## src/rtl/cpu_ctrl_pkg.sv

```systemverilog
// Shared control-bundle definitions for the MIPS pipeline: bit indices, widths,
// the NOP bundle and the ID/EX data payload.
package cpu_ctrl_pkg;

    localparam int unsigned DATA_W = 32;
    localparam int unsigned REG_AW = 5;
    localparam int unsigned CTRL_W = 11;
    localparam int unsigned CNT_W  = 32;

    localparam int unsigned CTRL_JUMP    = 10;
    localparam int unsigned CTRL_BRANCH  = 9;
    localparam int unsigned CTRL_MEMRD   = 8;
    localparam int unsigned CTRL_MEMWR   = 7;
    localparam int unsigned CTRL_MEM2REG = 6;
    localparam int unsigned CTRL_ALUSRC  = 2;
    localparam int unsigned CTRL_REGWR   = 1;
    localparam int unsigned CTRL_REGDST  = 0;

    typedef logic [CTRL_W-1:0] ctrl_t;

    localparam ctrl_t CTRL_NOP = 11'b0;

    typedef struct packed {
        logic [DATA_W-1:0] pc;
        logic [DATA_W-1:0] rs_data;
        logic [DATA_W-1:0] rt_data;
        logic [DATA_W-1:0] imm;
        logic [REG_AW-1:0] rs;
        logic [REG_AW-1:0] rt;
        logic [REG_AW-1:0] rd;
    } ex_payload_t;

    // R-format, store and branch instructions all read the rt register
    function automatic logic uses_rt(ctrl_t c);
        return c[CTRL_REGDST] | c[CTRL_MEMWR] | c[CTRL_BRANCH];
    endfunction

endpackage

```

## src/rtl/id_ex_stage_if.sv

```systemverilog
// ID-to-EX bus: decoder-side inputs, hold/flush controls, stall request and EX outputs.
// Perf counter outputs exist only when ID_EX_PERF_CNT_EN is defined.
interface id_ex_stage_if;
    import cpu_ctrl_pkg::*;

    logic              id_valid;
    ctrl_t             id_ctrl;
    logic [DATA_W-1:0] id_pc;
    logic [DATA_W-1:0] id_rs_data;
    logic [DATA_W-1:0] id_rt_data;
    logic [DATA_W-1:0] id_imm;
    logic [REG_AW-1:0] id_rs;
    logic [REG_AW-1:0] id_rt;
    logic [REG_AW-1:0] id_rd;
    logic              ex_hold;
    logic              flush;

    logic              id_stall;
    logic              ex_valid;
    ctrl_t             ex_ctrl;
    logic [DATA_W-1:0] ex_pc;
    logic [DATA_W-1:0] ex_rs_data;
    logic [DATA_W-1:0] ex_rt_data;
    logic [DATA_W-1:0] ex_imm;
    logic [REG_AW-1:0] ex_rs;
    logic [REG_AW-1:0] ex_rt;
    logic [REG_AW-1:0] ex_rd;
`ifdef ID_EX_PERF_CNT_EN
    logic [CNT_W-1:0]  bubble_cnt;
    logic [CNT_W-1:0]  hold_cnt;
`endif

    modport master (
        output id_valid, id_ctrl, id_pc, id_rs_data, id_rt_data, id_imm,
               id_rs, id_rt, id_rd, ex_hold, flush,
`ifdef ID_EX_PERF_CNT_EN
        input  bubble_cnt, hold_cnt,
`endif
        input  id_stall, ex_valid, ex_ctrl, ex_pc, ex_rs_data, ex_rt_data,
               ex_imm, ex_rs, ex_rt, ex_rd
    );

    modport slave (
        input  id_valid, id_ctrl, id_pc, id_rs_data, id_rt_data, id_imm,
               id_rs, id_rt, id_rd, ex_hold, flush,
`ifdef ID_EX_PERF_CNT_EN
        output bubble_cnt, hold_cnt,
`endif
        output id_stall, ex_valid, ex_ctrl, ex_pc, ex_rs_data, ex_rt_data,
               ex_imm, ex_rs, ex_rt, ex_rd
    );

endinterface

```

## src/rtl/load_use_detect.sv

```systemverilog
// Combinational load-use hazard term: a valid load in EX writing a nonzero rt
// that the valid ID instruction reads.
module load_use_detect
    import cpu_ctrl_pkg::*;
(
    input  logic              ex_valid_i,
    input  logic              ex_mem_read_i,
    input  logic              ex_reg_write_i,
    input  logic [REG_AW-1:0] ex_rt_i,
    input  logic              id_valid_i,
    input  logic              id_uses_rt_i,
    input  logic [REG_AW-1:0] id_rs_i,
    input  logic [REG_AW-1:0] id_rt_i,
    output logic              hazard_c_o
);

    logic ex_load_c;
    logic id_reads_c;

    assign ex_load_c  = ex_valid_i & ex_mem_read_i & ex_reg_write_i & (ex_rt_i != '0);
    assign id_reads_c = (ex_rt_i == id_rs_i) | ((ex_rt_i == id_rt_i) & id_uses_rt_i);
    assign hazard_c_o = ex_load_c & id_reads_c & id_valid_i;

endmodule

```

## src/rtl/id_ex_stage.sv

```systemverilog
// ID/EX pipeline register with load-use bubble insertion, EX hold and flush.
// Define ID_EX_PERF_CNT_EN to add saturating bubble/hold counters.
module id_ex_stage
    import cpu_ctrl_pkg::*;
(
    input  logic        clk,
    input  logic        rst_n,
    id_ex_stage_if.slave bus
);

    logic        ex_valid_q, ex_valid_d;
    ctrl_t       ex_ctrl_q,  ex_ctrl_d;
    ex_payload_t ex_data_q,  ex_data_d;
    ex_payload_t id_data_c;
    logic        hazard_c;

    assign id_data_c = '{pc:      bus.id_pc,
                         rs_data: bus.id_rs_data,
                         rt_data: bus.id_rt_data,
                         imm:     bus.id_imm,
                         rs:      bus.id_rs,
                         rt:      bus.id_rt,
                         rd:      bus.id_rd};

    load_use_detect u_load_use_detect (
        .ex_valid_i     (ex_valid_q),
        .ex_mem_read_i  (ex_ctrl_q[CTRL_MEMRD]),
        .ex_reg_write_i (ex_ctrl_q[CTRL_REGWR]),
        .ex_rt_i        (ex_data_q.rt),
        .id_valid_i     (bus.id_valid),
        .id_uses_rt_i   (uses_rt(bus.id_ctrl)),
        .id_rs_i        (bus.id_rs),
        .id_rt_i        (bus.id_rt),
        .hazard_c_o     (hazard_c)
    );

    assign bus.id_stall = (hazard_c | bus.ex_hold) & ~bus.flush;

    // Priority: flush > hold > load-use bubble > capture
    always_comb begin
        ex_valid_d = ex_valid_q;
        ex_ctrl_d  = ex_ctrl_q;
        ex_data_d  = ex_data_q;
        if (bus.flush) begin
            ex_valid_d = 1'b0;
            ex_ctrl_d  = CTRL_NOP;
        end else if (!bus.ex_hold) begin
            if (hazard_c) begin
                ex_valid_d = 1'b0;
                ex_ctrl_d  = CTRL_NOP;
            end else begin
                ex_valid_d = bus.id_valid;
                ex_ctrl_d  = bus.id_valid ? bus.id_ctrl : CTRL_NOP;
                ex_data_d  = id_data_c;
            end
        end
    end

    always_ff @(posedge clk or negedge rst_n) begin
        if (!rst_n) begin
            ex_valid_q <= 1'b0;
            ex_ctrl_q  <= CTRL_NOP;
            ex_data_q  <= '0;
        end else begin
            ex_valid_q <= ex_valid_d;
            ex_ctrl_q  <= ex_ctrl_d;
            ex_data_q  <= ex_data_d;
        end
    end

    assign bus.ex_valid   = ex_valid_q;
    assign bus.ex_ctrl    = ex_ctrl_q;
    assign bus.ex_pc      = ex_data_q.pc;
    assign bus.ex_rs_data = ex_data_q.rs_data;
    assign bus.ex_rt_data = ex_data_q.rt_data;
    assign bus.ex_imm     = ex_data_q.imm;
    assign bus.ex_rs      = ex_data_q.rs;
    assign bus.ex_rt      = ex_data_q.rt;
    assign bus.ex_rd      = ex_data_q.rd;

`ifdef ID_EX_PERF_CNT_EN
    logic [CNT_W-1:0] bubble_cnt_q, bubble_cnt_d;
    logic [CNT_W-1:0] hold_cnt_q,   hold_cnt_d;

    // Saturating event counters; a flush overrides both events
    always_comb begin
        bubble_cnt_d = bubble_cnt_q;
        hold_cnt_d   = hold_cnt_q;
        if (!bus.flush && !bus.ex_hold && hazard_c && (bubble_cnt_q != '1)) begin
            bubble_cnt_d = bubble_cnt_q + CNT_W'(1);
        end
        if (!bus.flush && bus.ex_hold && (hold_cnt_q != '1)) begin
            hold_cnt_d = hold_cnt_q + CNT_W'(1);
        end
    end

    always_ff @(posedge clk or negedge rst_n) begin
        if (!rst_n) begin
            bubble_cnt_q <= '0;
            hold_cnt_q   <= '0;
        end else begin
            bubble_cnt_q <= bubble_cnt_d;
            hold_cnt_q   <= hold_cnt_d;
        end
    end

    assign bus.bubble_cnt = bubble_cnt_q;
    assign bus.hold_cnt   = hold_cnt_q;
`endif

endmodule

```

## src/flat_wrapper.sv

```systemverilog
// flat-port wrapper written by rule: the top's interface ports become plain ports
module id_ex_stage_flat import cpu_ctrl_pkg::*;
  (clk, rst_n, bus_id_valid, bus_id_ctrl, bus_id_pc, bus_id_rs_data, bus_id_rt_data, bus_id_imm, bus_id_rs, bus_id_rt, bus_id_rd, bus_ex_hold, bus_flush, bus_id_stall, bus_ex_valid, bus_ex_ctrl, bus_ex_pc, bus_ex_rs_data, bus_ex_rt_data, bus_ex_imm, bus_ex_rs, bus_ex_rt, bus_ex_rd);
  id_ex_stage_if bus_i ();
  input  logic clk;
  input  logic rst_n;
  input wire logic [$bits(bus_i.id_valid)-1:0] bus_id_valid;
  input wire logic [$bits(bus_i.id_ctrl)-1:0] bus_id_ctrl;
  input wire logic [$bits(bus_i.id_pc)-1:0] bus_id_pc;
  input wire logic [$bits(bus_i.id_rs_data)-1:0] bus_id_rs_data;
  input wire logic [$bits(bus_i.id_rt_data)-1:0] bus_id_rt_data;
  input wire logic [$bits(bus_i.id_imm)-1:0] bus_id_imm;
  input wire logic [$bits(bus_i.id_rs)-1:0] bus_id_rs;
  input wire logic [$bits(bus_i.id_rt)-1:0] bus_id_rt;
  input wire logic [$bits(bus_i.id_rd)-1:0] bus_id_rd;
  input wire logic [$bits(bus_i.ex_hold)-1:0] bus_ex_hold;
  input wire logic [$bits(bus_i.flush)-1:0] bus_flush;
  output wire logic [$bits(bus_i.id_stall)-1:0] bus_id_stall;
  output wire logic [$bits(bus_i.ex_valid)-1:0] bus_ex_valid;
  output wire logic [$bits(bus_i.ex_ctrl)-1:0] bus_ex_ctrl;
  output wire logic [$bits(bus_i.ex_pc)-1:0] bus_ex_pc;
  output wire logic [$bits(bus_i.ex_rs_data)-1:0] bus_ex_rs_data;
  output wire logic [$bits(bus_i.ex_rt_data)-1:0] bus_ex_rt_data;
  output wire logic [$bits(bus_i.ex_imm)-1:0] bus_ex_imm;
  output wire logic [$bits(bus_i.ex_rs)-1:0] bus_ex_rs;
  output wire logic [$bits(bus_i.ex_rt)-1:0] bus_ex_rt;
  output wire logic [$bits(bus_i.ex_rd)-1:0] bus_ex_rd;
  assign bus_i.id_valid = bus_id_valid;
  assign bus_i.id_ctrl = bus_id_ctrl;
  assign bus_i.id_pc = bus_id_pc;
  assign bus_i.id_rs_data = bus_id_rs_data;
  assign bus_i.id_rt_data = bus_id_rt_data;
  assign bus_i.id_imm = bus_id_imm;
  assign bus_i.id_rs = bus_id_rs;
  assign bus_i.id_rt = bus_id_rt;
  assign bus_i.id_rd = bus_id_rd;
  assign bus_i.ex_hold = bus_ex_hold;
  assign bus_i.flush = bus_flush;
  assign bus_id_stall = bus_i.id_stall;
  assign bus_ex_valid = bus_i.ex_valid;
  assign bus_ex_ctrl = bus_i.ex_ctrl;
  assign bus_ex_pc = bus_i.ex_pc;
  assign bus_ex_rs_data = bus_i.ex_rs_data;
  assign bus_ex_rt_data = bus_i.ex_rt_data;
  assign bus_ex_imm = bus_i.ex_imm;
  assign bus_ex_rs = bus_i.ex_rs;
  assign bus_ex_rt = bus_i.ex_rt;
  assign bus_ex_rd = bus_i.ex_rd;
  id_ex_stage u_core (.clk(clk), .rst_n(rst_n), .bus(bus_i));
endmodule
```

## config.mk

```make
export PLATFORM = sky130hd
export DESIGN_NAME = id_ex_stage_flat
export DESIGN_NICKNAME = d
export VERILOG_FILES = /design/src/rtl/cpu_ctrl_pkg.sv /design/src/rtl/id_ex_stage_if.sv /design/src/rtl/load_use_detect.sv /design/src/rtl/id_ex_stage.sv /design/src/flat_wrapper.sv
export SDC_FILE = /design/constraint.sdc
export NUM_CORES = 1
export LEC_CHECK = 0
export ABC_AREA = 0
export ABC_CLOCK_PERIOD_IN_PS = 2500
export CAP_MARGIN = 15
export CORE_MARGIN = 5
export CORE_UTILIZATION = 30
export CTS_CLUSTER_DIAMETER = 40
export DETAILED_ROUTE_END_ITERATION = 10
export HOLD_SLACK_MARGIN = 0.12
export PLACE_DENSITY = 0.75
export SLEW_MARGIN = 10
export SYNTH_ARGS = -nofsm -noshare
export SYNTH_HDL_FRONTEND = slang
export SYNTH_HIERARCHICAL = 1
export SYNTH_SLANG_ARGS = --single-unit
```

## constraint.sdc

```tcl
create_clock -name clk -period 2.5 [get_ports clk]
set_input_delay 0.375 -clock clk [delete_from_list [all_inputs] [get_ports clk]]
set_output_delay 0.375 -clock clk [all_outputs]
set_load 0.01 [all_outputs]
```

=== Yosys cells after proc, flatten, opt, wreduce, memory -nomap -nowiden ===
Index checks and enable logic that the tools add are counted.

* Register bits after elaboration: 155
* Bits of input ports: 159

* Equal/unequal tests: 3
* Multiplexer cells: 7
* Bitwise logic cells: 14
* Reductions and logical operators: 2

{| class="wikitable"
|+ Operators by type and width
! kind !! count
|-
| two-way mux 11 bit || 4
|-
| == test 5 bit || 2
|-
| bitwise AND 1 bit || 7
|-
| nonzero test 5 bit || 1
|-
| OR 1 bit || 4
|-
| two-way mux 1 bit || 3
|-
| NOT 1 bit || 3
|-
| AND reduction 3 bit || 1
|-
| inequality test 2 x 1 -> 1 bit, second input constant || 1
|}

=== Depth between registers and ports, before layout ===
* Depth after elaboration: 9
* Gate-level depth with buffers: 8

=== Cells and area by module ===
Netlist, hierarchy kept.

{| class="wikitable"
|+ Modules (own cells, without submodules)
! module !! instances !! cells each !! area an instance (µm²) !! sequential area each (µm²)
|-
| id_ex_stage || 1 || 358 || 5890.6 || 3878.7
|-
| load_use_detect || 1 || 18 || 138.9 || 0.0
|}

=== Worst setup path after synthesis ===
Ideal clock, no wire load.

* Path type: reg-to-reg
* Start point: register u_core.ex_data_q, in the netlist u_core/bus.ex_rt[2]
* End point: register u_core.ex_data_q, in the netlist u_core/bus.ex_pc[0]
* Library setup time: 127 ps
* Arrival: 2078 ps
* Required time: 2373 ps
* Setup slack: 295 ps
* Cell stages (with the launch flop): 9
* Buffers on the path: 2
* Period minus slack after synthesis: 2205 ps
* Path through: dfrtp_1 -> xor2_1 -> nor4_1 -> nand3_1 -> a221oi_2 -> nor3_2 -> buf_4 -> buf_6 -> mux2_1

* Cells in the longest elaborated chain, start to end: 7
* Elaborated cells on any way between the ends: 10

{| class="wikitable"
|+ Ends and longest elaborated chain
! item !! RTL line !! text
|-
| start: declaration || id_ex_stage.sv:13 || <nowiki>ex_payload_t ex_data_q, ex_data_d;</nowiki>
|-
| start signal: assignment || id_ex_stage.sv:67 || <nowiki>ex_data_q <= ex_data_d;</nowiki>
|-
| == test 5 bit || load_use_detect.sv:21 || <nowiki>assign id_reads_c = (ex_rt_i == id_rs_i) | ((ex_rt_i == id_rt_i) & id_uses_rt_i);</nowiki>
|-
| bitwise AND 1 bit || load_use_detect.sv:21 ||
|-
| OR 1 bit || load_use_detect.sv:21 ||
|-
| bitwise AND 1 bit (*) (2 in a row) || load_use_detect.sv:22 || <nowiki>assign hazard_c_o = ex_load_c & id_reads_c & id_valid_i;</nowiki>
|-
| via u_core.hazard_c || id_ex_stage.sv:15 || <nowiki>logic hazard_c;</nowiki>
|-
| NOT 1 bit (no line) (*) || n/a ||
|-
| AND reduction 3 bit (no line) (*) || n/a ||
|}

Mark *: on every way through the listed nets, which the timed path passes. The rest lies on a longest branch.
A chain may end at the register's enable or synchronous reset.

=== Final worst setup path ===
* Start point: input bus_id_rt[2]
* End point: output bus_id_stall

* Cells in the longest elaborated chain, start to end: 7

{| class="wikitable"
|+ Ends and longest elaborated chain
! item !! RTL line !! text
|-
| start: declaration || flat_wrapper.sv:14 || <nowiki>input wire logic [$bits(bus_i.id_rt)-1:0] bus_id_rt;</nowiki>
|-
| == test 5 bit || load_use_detect.sv:21 ||
|-
| bitwise AND 1 bit || load_use_detect.sv:21 ||
|-
| OR 1 bit || load_use_detect.sv:21 ||
|-
| bitwise AND 1 bit (2 in a row) || load_use_detect.sv:22 ||
|-
| via u_core.hazard_c || id_ex_stage.sv:15 ||
|-
| OR 1 bit || id_ex_stage.sv:37 || <nowiki>assign bus.id_stall = (hazard_c | bus.ex_hold) & ~bus.flush;</nowiki>
|-
| bitwise AND 1 bit || id_ex_stage.sv:37 ||
|-
| end: declaration || flat_wrapper.sv:18 || <nowiki>output wire logic [$bits(bus_i.id_stall)-1:0] bus_id_stall;</nowiki>
|}

The timed path passes the listed nets, and every way through them passes these cells.

==> results by group <==
Synth
  • Register area share after synthesis: ~64%
  • Share of the synthesized area in the top cell type: between 60 and 70%
  • Largest family of logic cells by synthesized area: multiplexers
  • Number of flops mapped to enable cells by yosys: 0
  • Area contributors post-synth: dfrtp_1 64%, mux2_2 14%, mux2_1 13%
  • Most area-hungry cell type in the Yosys netlist: dfrtp_1
  • Most frequent cell after synthesis: dfrtp_1
  • Post-synth top cells: 155 x dfrtp_1, 73 x mux2_2, 70 x mux2_1, 12 x a21oi_1, 12 x nand2_1
  • Ys flop type: dfrtp_1
  • Synth Area in Compound Gates: 1.25%
  • Syn Nets: approximately 540
  • Synth Area in Adders: 0%
  • Synth unique cells: 21
  • Simple-gate share of the synthesized area: around 4%
  • Synthesis warning total: 6
  • Synth Area per Inst: 16.0 um^2
  • Async set or reset register ratio after synthesis: 100%
  • Post-synthesis mux area share: 26.7%
  • Synth Cell Area: 0.00603 mm^2
  • Synth Area in XOR/XNOR: 1.45%
  • Post-synthesis cell count: ~380
  • #FFs+latches synth: 155

Floorplanning
  • Initial Util: 30.7%
  • Core area: 0.0197 mm^2
  • Chip Width: 152 um
  • Die area: 0.0230 mm^2
  • Die Ht: 152 um
  • FP Rows: 51
  • I/O Pins: 315

Setup path
  • Crit path kind: in -> out
  • Startpoint Class: primary input
  • Required time worst endpoint: 2.12 ns
  • Critical path endpoint category: output port
  • R2R Setup Slk: around 0.16 ns
  • Worst reg2reg path depth: 9
  • FF-to-FF Start: u_core/bus.ex_rt[2]
  • Crit-path max FO: 2
  • CP arrival: 1.99 ns
  • Critical R2R Capture: u_core/bus.ex_rs_data[29]

Route
  • DR pass1 iterations: 4
  • Via count: 4368
  • Detail Route Antenna Nets: 0
  • Drt via density: 4.38
  • DR WL/cell: 16.7 um
  • DRC viols: 0
  • Initial DRC count: 57
  • Drt total wl: 16700 um

Timing
  • RSZ-0062 raised after global routing: true
  • Layout Skew: 0.00745 ns
  • Slew @ Worst Pin: around 0.38 ns
  • Period utilisation layout: 94.5%
  • Peak Freq: 423 MHz
  • Fin crit period: 2.36 ns
  • Setup Viol. Count Final: 0
  • Endpoints failing hold: 0
  • Worst setup margin: 0.136 ns
  • Slew HR: between 70% and 80%
  • Max Slew Vio Count: 0
  • Fin Hold WS: 0.447 ns

CTS
  • Num CTS Buffers: 17
  • Clk slew on worst S/H paths: 0.06 ns
  • Clock Path Buffers: 2
  • Worst skew pair latency: 0.41 ns
  • CTS Root Cell: clkbuf_16
  • Clock sinks: 155
  • CTS tree: done
  • H-tree depth: 4

Place
  • DP Worst Slack: -0.349 ns
  • Dpl hpwl: 12900 um
  • PortBufs: 314
  • Routability cong.: ~0.76
  • Placed Instances: between 900 and 1000

GRT
  • Vias in the first global route: roughly 4700
  • Initial antenna violation count: 0
  • Wire length of the first global-routing pass: 25000 um
  • Largest net degree at the start of global routing: 52
  • Grt ovf: 0
  • GRT Util Overall: ~14%

Pwr
  • Max IR drop VDD: between 400 and 500 uV
  • Power density over cell area: 703 mW/mm^2
  • Final Total Pwr: 7.19 mW
  • Static leakage: around 4.1 nW

Status
  • Status: finished, final reports clean

Final layout
  • Final #Nets: 879
  • Non-filler cells in the finished layout: 998
  • Area Overhead vs Synth: 69.5%
  • Final Util: 52.0%
  • Diode count: 0
  • Share of cells above drive strength 1: 19.1%

Flow run
  • MaxCap Viol Count: 0

Worst hold path
  • Worst hold path type: in -> async
-- metal layers --
layer	routed length (um)	vias up	track usage (%)
li1	-	2030	-
met1	6210	2118	15.0
met2	8070	193	23.7
met3	1990	27	7.08
met4	412	0	5.21
met5	0	-	0
-- cell type report --
class,count,area (um^2)
Clock buffer,20,437
Clock inverter,12,118
Fill cell,1745,9440
Multi-Input combinational cell,201,2030
Sequential cell,155,3880
Tap cell,265,332
Timing Repair Buffer,345,3420
-- flip-flops by register name, summed over array words and instances (netlist names) --
register,count
u_core/bus.ex_rt_data,32
u_core/bus.ex_rd,5
u_core/bus.ex_pc,32
u_core/bus.ex_rs,5
u_core/bus.ex_rs_data,32
u_core/bus.ex_ctrl,11
u_core/bus.ex_rt,5
u_core/bus.ex_imm,32
u_core/bus.ex_valid,1
-- logic make-up after synthesis --
group / count (synthesis)
simple gates: 35
buf+inv: 20
flops: 155
compound gates: 13
mux: 143
xor+xnor: 10
-- layout by cell type, fill, tap and decap left out, drive strengths merged --
| cell type | n |
|---|---|
| a21oi | 12 |
| a221oi | 1 |
| buf | 32 |
| bufinv | 1 |
| clkbuf | 20 |
| clkdlybuf4s50 | 312 |
| clkinv | 2 |
| clkinvlp | 6 |
| dfrtp | 155 |
| dlygate4sd3 | 1 |
| inv | 3 |
| mux2 | 143 |
| nand2 | 12 |
| nand3 | 2 |
| nand4 | 1 |
| nand4bb | 11 |
| nor2 | 3 |
| nor3 | 3 |
| nor4 | 1 |
| or3 | 1 |
| or3b | 1 |
| xnor2 | 3 |
| xor2 | 7 |
-- per-stage QoR --
step,cell area (um^2),setup TNS (ns)
floorplan,6030,0
global placement,9620,-38.97
detailed placement,9620,-42.46
CTS,10200,0
global route,10200,-0.0285
finish,10200,0
-- how the worst max path moves through the flow --
stage                          endpoint  depth (start not counted)  slack, ns                start
floorplan           u_core/bus.ex_pc[0]                          8       0.29  u_core/bus.ex_rt[2]
global placement           bus_id_stall                          8      -0.32         bus_id_rt[2]
detailed placement         bus_id_stall                          8      -0.35         bus_id_rt[2]
CTS                        bus_id_stall                          7       0.02  u_core/bus.ex_rt[1]
global route               bus_id_stall                          7      -0.03  u_core/bus.ex_rt[2]
finish                     bus_id_stall                          8       0.14         bus_id_rt[2]
-- timing repair --
item / CTS / global route
resized for setup: 5 / 2
pin swaps: 3 / 6
setup endpoints to repair: 1 / 118
setup buffers: 1 / 3
hold buffers: 1 / 0
endpoints found under the hold margin: 36 / 0
-- worst max-delay path, stage by stage --
cell and delay, ns:
clkdlybuf4s50_1 0.44, xor2_1 0.17, nor4_2 0.29, nand3_1 0.12, a221oi_2 0.31, nor2_1 0.07, nor2_1 0.08, buf_2 0.14
-- power breakdown --
group | internal [mW] | switching [mW] | total [mW]
clock | 1.38 | 1.04 | 2.43
sequential | 2.86 | 0.177 | 3.04
combinational | 1.11 | 0.617 | 1.73
total | 5.35 | 1.84 | 7.19
Power figures use the tool's default switching activity.
==> RTL edit: new RTL, same settings <==
Set the package constant `REG_AW` to 4 (it was 5).
--- a/src/rtl/cpu_ctrl_pkg.sv
+++ b/src/rtl/cpu_ctrl_pkg.sv
@@ -5,3 +5,3 @@
     localparam int unsigned DATA_W = 32;
-    localparam int unsigned REG_AW = 5;
+    localparam int unsigned REG_AW = 4;
     localparam int unsigned CTRL_W = 11;
Interface: changed (6 resized); port bits go from 315 to 309. No check against the original RTL was run, so the function may have changed too.
==> RTL edit against the unedited design <==
Register-to-register slack better by 0.02 ns; sequential cell count shrank 3; non-clock buffer count is 11 lower; cell area down 1.2%; maximum frequency is 1.2% lower; combinational power shrank 4%; worst hold slack better by 0.037 ns; routed wire length decreased by 3.5%; worst setup slack got worse by 0.029 ns; total power is 2.5% higher; synthesized area down 1.9%; sequential power decreased by 2%; critical endpoint unchanged; largest power group unchanged.
==> RTL edit: results (changes against the unedited design) <==
Placement
The final weighted congestion of routability-driven global placement is 0.772 (+2.1%). The post-detailed-placement half-perimeter wirelength came to 12400 µm (-3.9%). The number of port buffers is 308 (-1.9%).

Clock tree
The later-pin clock latency in the skew report is 0.41 ns (about the same). The number of H-tree levels is 4 (unchanged). The clock tree root buffer cell is sky130_fd_sc_hd__clkbuf_16.

Detailed routing
The final wirelength was 16100 µm (-3.5%). The DRC violation count after routing is 0 (unchanged). The average vias per placed instance was 4.33 (-1.0%). The number of DRC violations after detailed-routing iteration 0 is 59 (+3.5%). The number of nets with antenna violations after detailed routing came to 0 (unchanged).

Synth
The net count of the mapped netlist is 523 (-2.2%). After synthesis, the cell types taking the most area are sky130_fd_sc_hd__dfrtp_1 64%, sky130_fd_sc_hd__mux2_1 19%, sky130_fd_sc_hd__mux2_2 7.6%. The sequential cell area fraction in the yosys report is 64.3% (about the same). The number of distinct library cells after synthesis was 20 (-4.8%). Sorting the synthesized cells by how often they occur yields 152 x sky130_fd_sc_hd__dfrtp_1, 100 x sky130_fd_sc_hd__mux2_1, 40 x sky130_fd_sc_hd__mux2_2, 13 x sky130_fd_sc_hd__nand2_1, 12 x sky130_fd_sc_hd__a21oi_1.

The count of yosys warnings during synthesis is 6 (unchanged). The proportion of synthesized flip-flops having asynchronous set or reset came to 100% (unchanged).

Status
The run finished with clean final reports.

Global routing
The via count of the first global-routing pass came to 4684 (-0.62%). The overall track demand over capacity in global routing is 14.0% (+0.047 points). The number of antenna violations at the first check in global routing was 0 (unchanged). The maximum number of pins on one net before global-route repair is 60 (+15%).

The first-pass GRT wire length was 24700 µm (-1.2%).

Critical path
The register-to-register setup slack is 0.18 ns (+0.02 ns). The peak fanout along the critical path is 2 (unchanged). The worst path arrival time is 2.02 ns (+0.03 ns).

Timing
The worst relative slew slack is 62.4% (-12 points). The final hold violation count is 0 (unchanged). The final worst clock skew came to 0.00935 ns (+0.00191 ns). The final-layout worst hold slack is 0.484 ns (+0.0367 ns).

Layout
The total number of nets in the final design is 856 (-2.6%). The fraction of final layout cells sized beyond drive strength 1 is 14.0% (-5.1 points). The count of antenna diodes in the layout is 0 (unchanged).

Worst hold path
The path type of the worst min-delay path is reg2reg.

Power
The leakage power of the design is 0.00410 µW (-0.88%). The worst voltage drop across the vdd grid came to 436 µV (+3.2%).
## RTL edit: cell types whose count changed after synthesis, moves of 3 or more
| cell | change |
|---|---|
| sky130_fd_sc_hd__mux2_2 | -33 |
| sky130_fd_sc_hd__mux2_1 | +30 |
| sky130_fd_sc_hd__xor2_1 | -7 |
| sky130_fd_sc_hd__xnor2_1 | +5 |
| sky130_fd_sc_hd__buf_6 | +3 |
| sky130_fd_sc_hd__dfrtp_1 | -3 |
## RTL edit: area by class of cell
class	count	area [µm²]
fillers	1697	9370
flip-flops and latches	152	3800
repair buffers	334	3370
multi-input cells	195	1960
clock buffers	17	425
well taps	265	332
clock inverters	15	206
## RTL edit: power by group
part           switching [µW]  leakage (µW)  internal, µW
Clock                    1120      0.000306          1620
Sequential                167       0.00181          2800
Combinational             595       0.00199          1070
## RTL edit: per-stage QoR
step | setup TNS (ns) | setup WS, ns | instances | area (µm²) | power (µW)
after CTS | 0 | 0.0731 | 978 | 10100 | 7500
after floorplan | 0 | 0.237 | 367 | 5920 | 3540
after detailed placement | -4.68 | -0.0681 | 945 | 9450 | 4710
final | 0 | 0.108 | 978 | 10100 | 7370
after global routing | 0 | 0.0208 | 978 | 10100 | 7750
after global placement | -2.67 | -0.0384 | 945 | 9450 | 4670
## RTL edit: repair_timing
item,4_1_cts,5_1_grt
gates resized for setup,1,0
hold endpoints to repair,57,0
hold buffers,1,0
setup buffers,0,0
endpoints found under the setup margin,1,0
## RTL edit: worst paths after layout
path / start / cells past startpoint / endpoint
max: u_core/bus.ex_rt[1] / 6 / bus_id_stall
min: u_core/bus.ex_pc[2] / 1 / u_core/bus.ex_pc[2]
max reg2reg: u_core/bus.ex_rt[1] / 8 / u_core/bus.ex_pc[6]
min reg2reg: u_core/bus.ex_pc[2] / 1 / u_core/bus.ex_pc[2]
max in group asynchronous: rst_n / 3 / u_core/bus.ex_imm[13]
min in group asynchronous: rst_n / 2 / u_core/bus.ex_rt_data[20]
## RTL edit: cell families after synthesis
logic type,Yosys count,share of synthesized area [%]
AND/OR/NAND/NOR,34,4.04
multiplexers,140,26.6
buffers and inverters,20,2.71
AO/OA/AOI/OAI,13,1.12
flip-flops,152,64.3
XOR/XNOR,8,1.18
## RTL edit: metal layers
metal	global-route usage, %	routed length [µm]
met4	4.39	242
met3	6.80	2040
met2	23.9	7930
met5	0	0
met1	15.5	5870
## RTL edit: worst max-delay path, stage by stage, from the launching register on
cell and delay (ns):
sky130_fd_sc_hd__dfrtp_1 0.37, sky130_fd_sc_hd__or4_1 0.56, sky130_fd_sc_hd__nand4_1 0.12, sky130_fd_sc_hd__o22ai_1 0.08
sky130_fd_sc_hd__nor2_1 0.15, sky130_fd_sc_hd__nor2_1 0.05, sky130_fd_sc_hd__dlygate4sd2_1 0.28
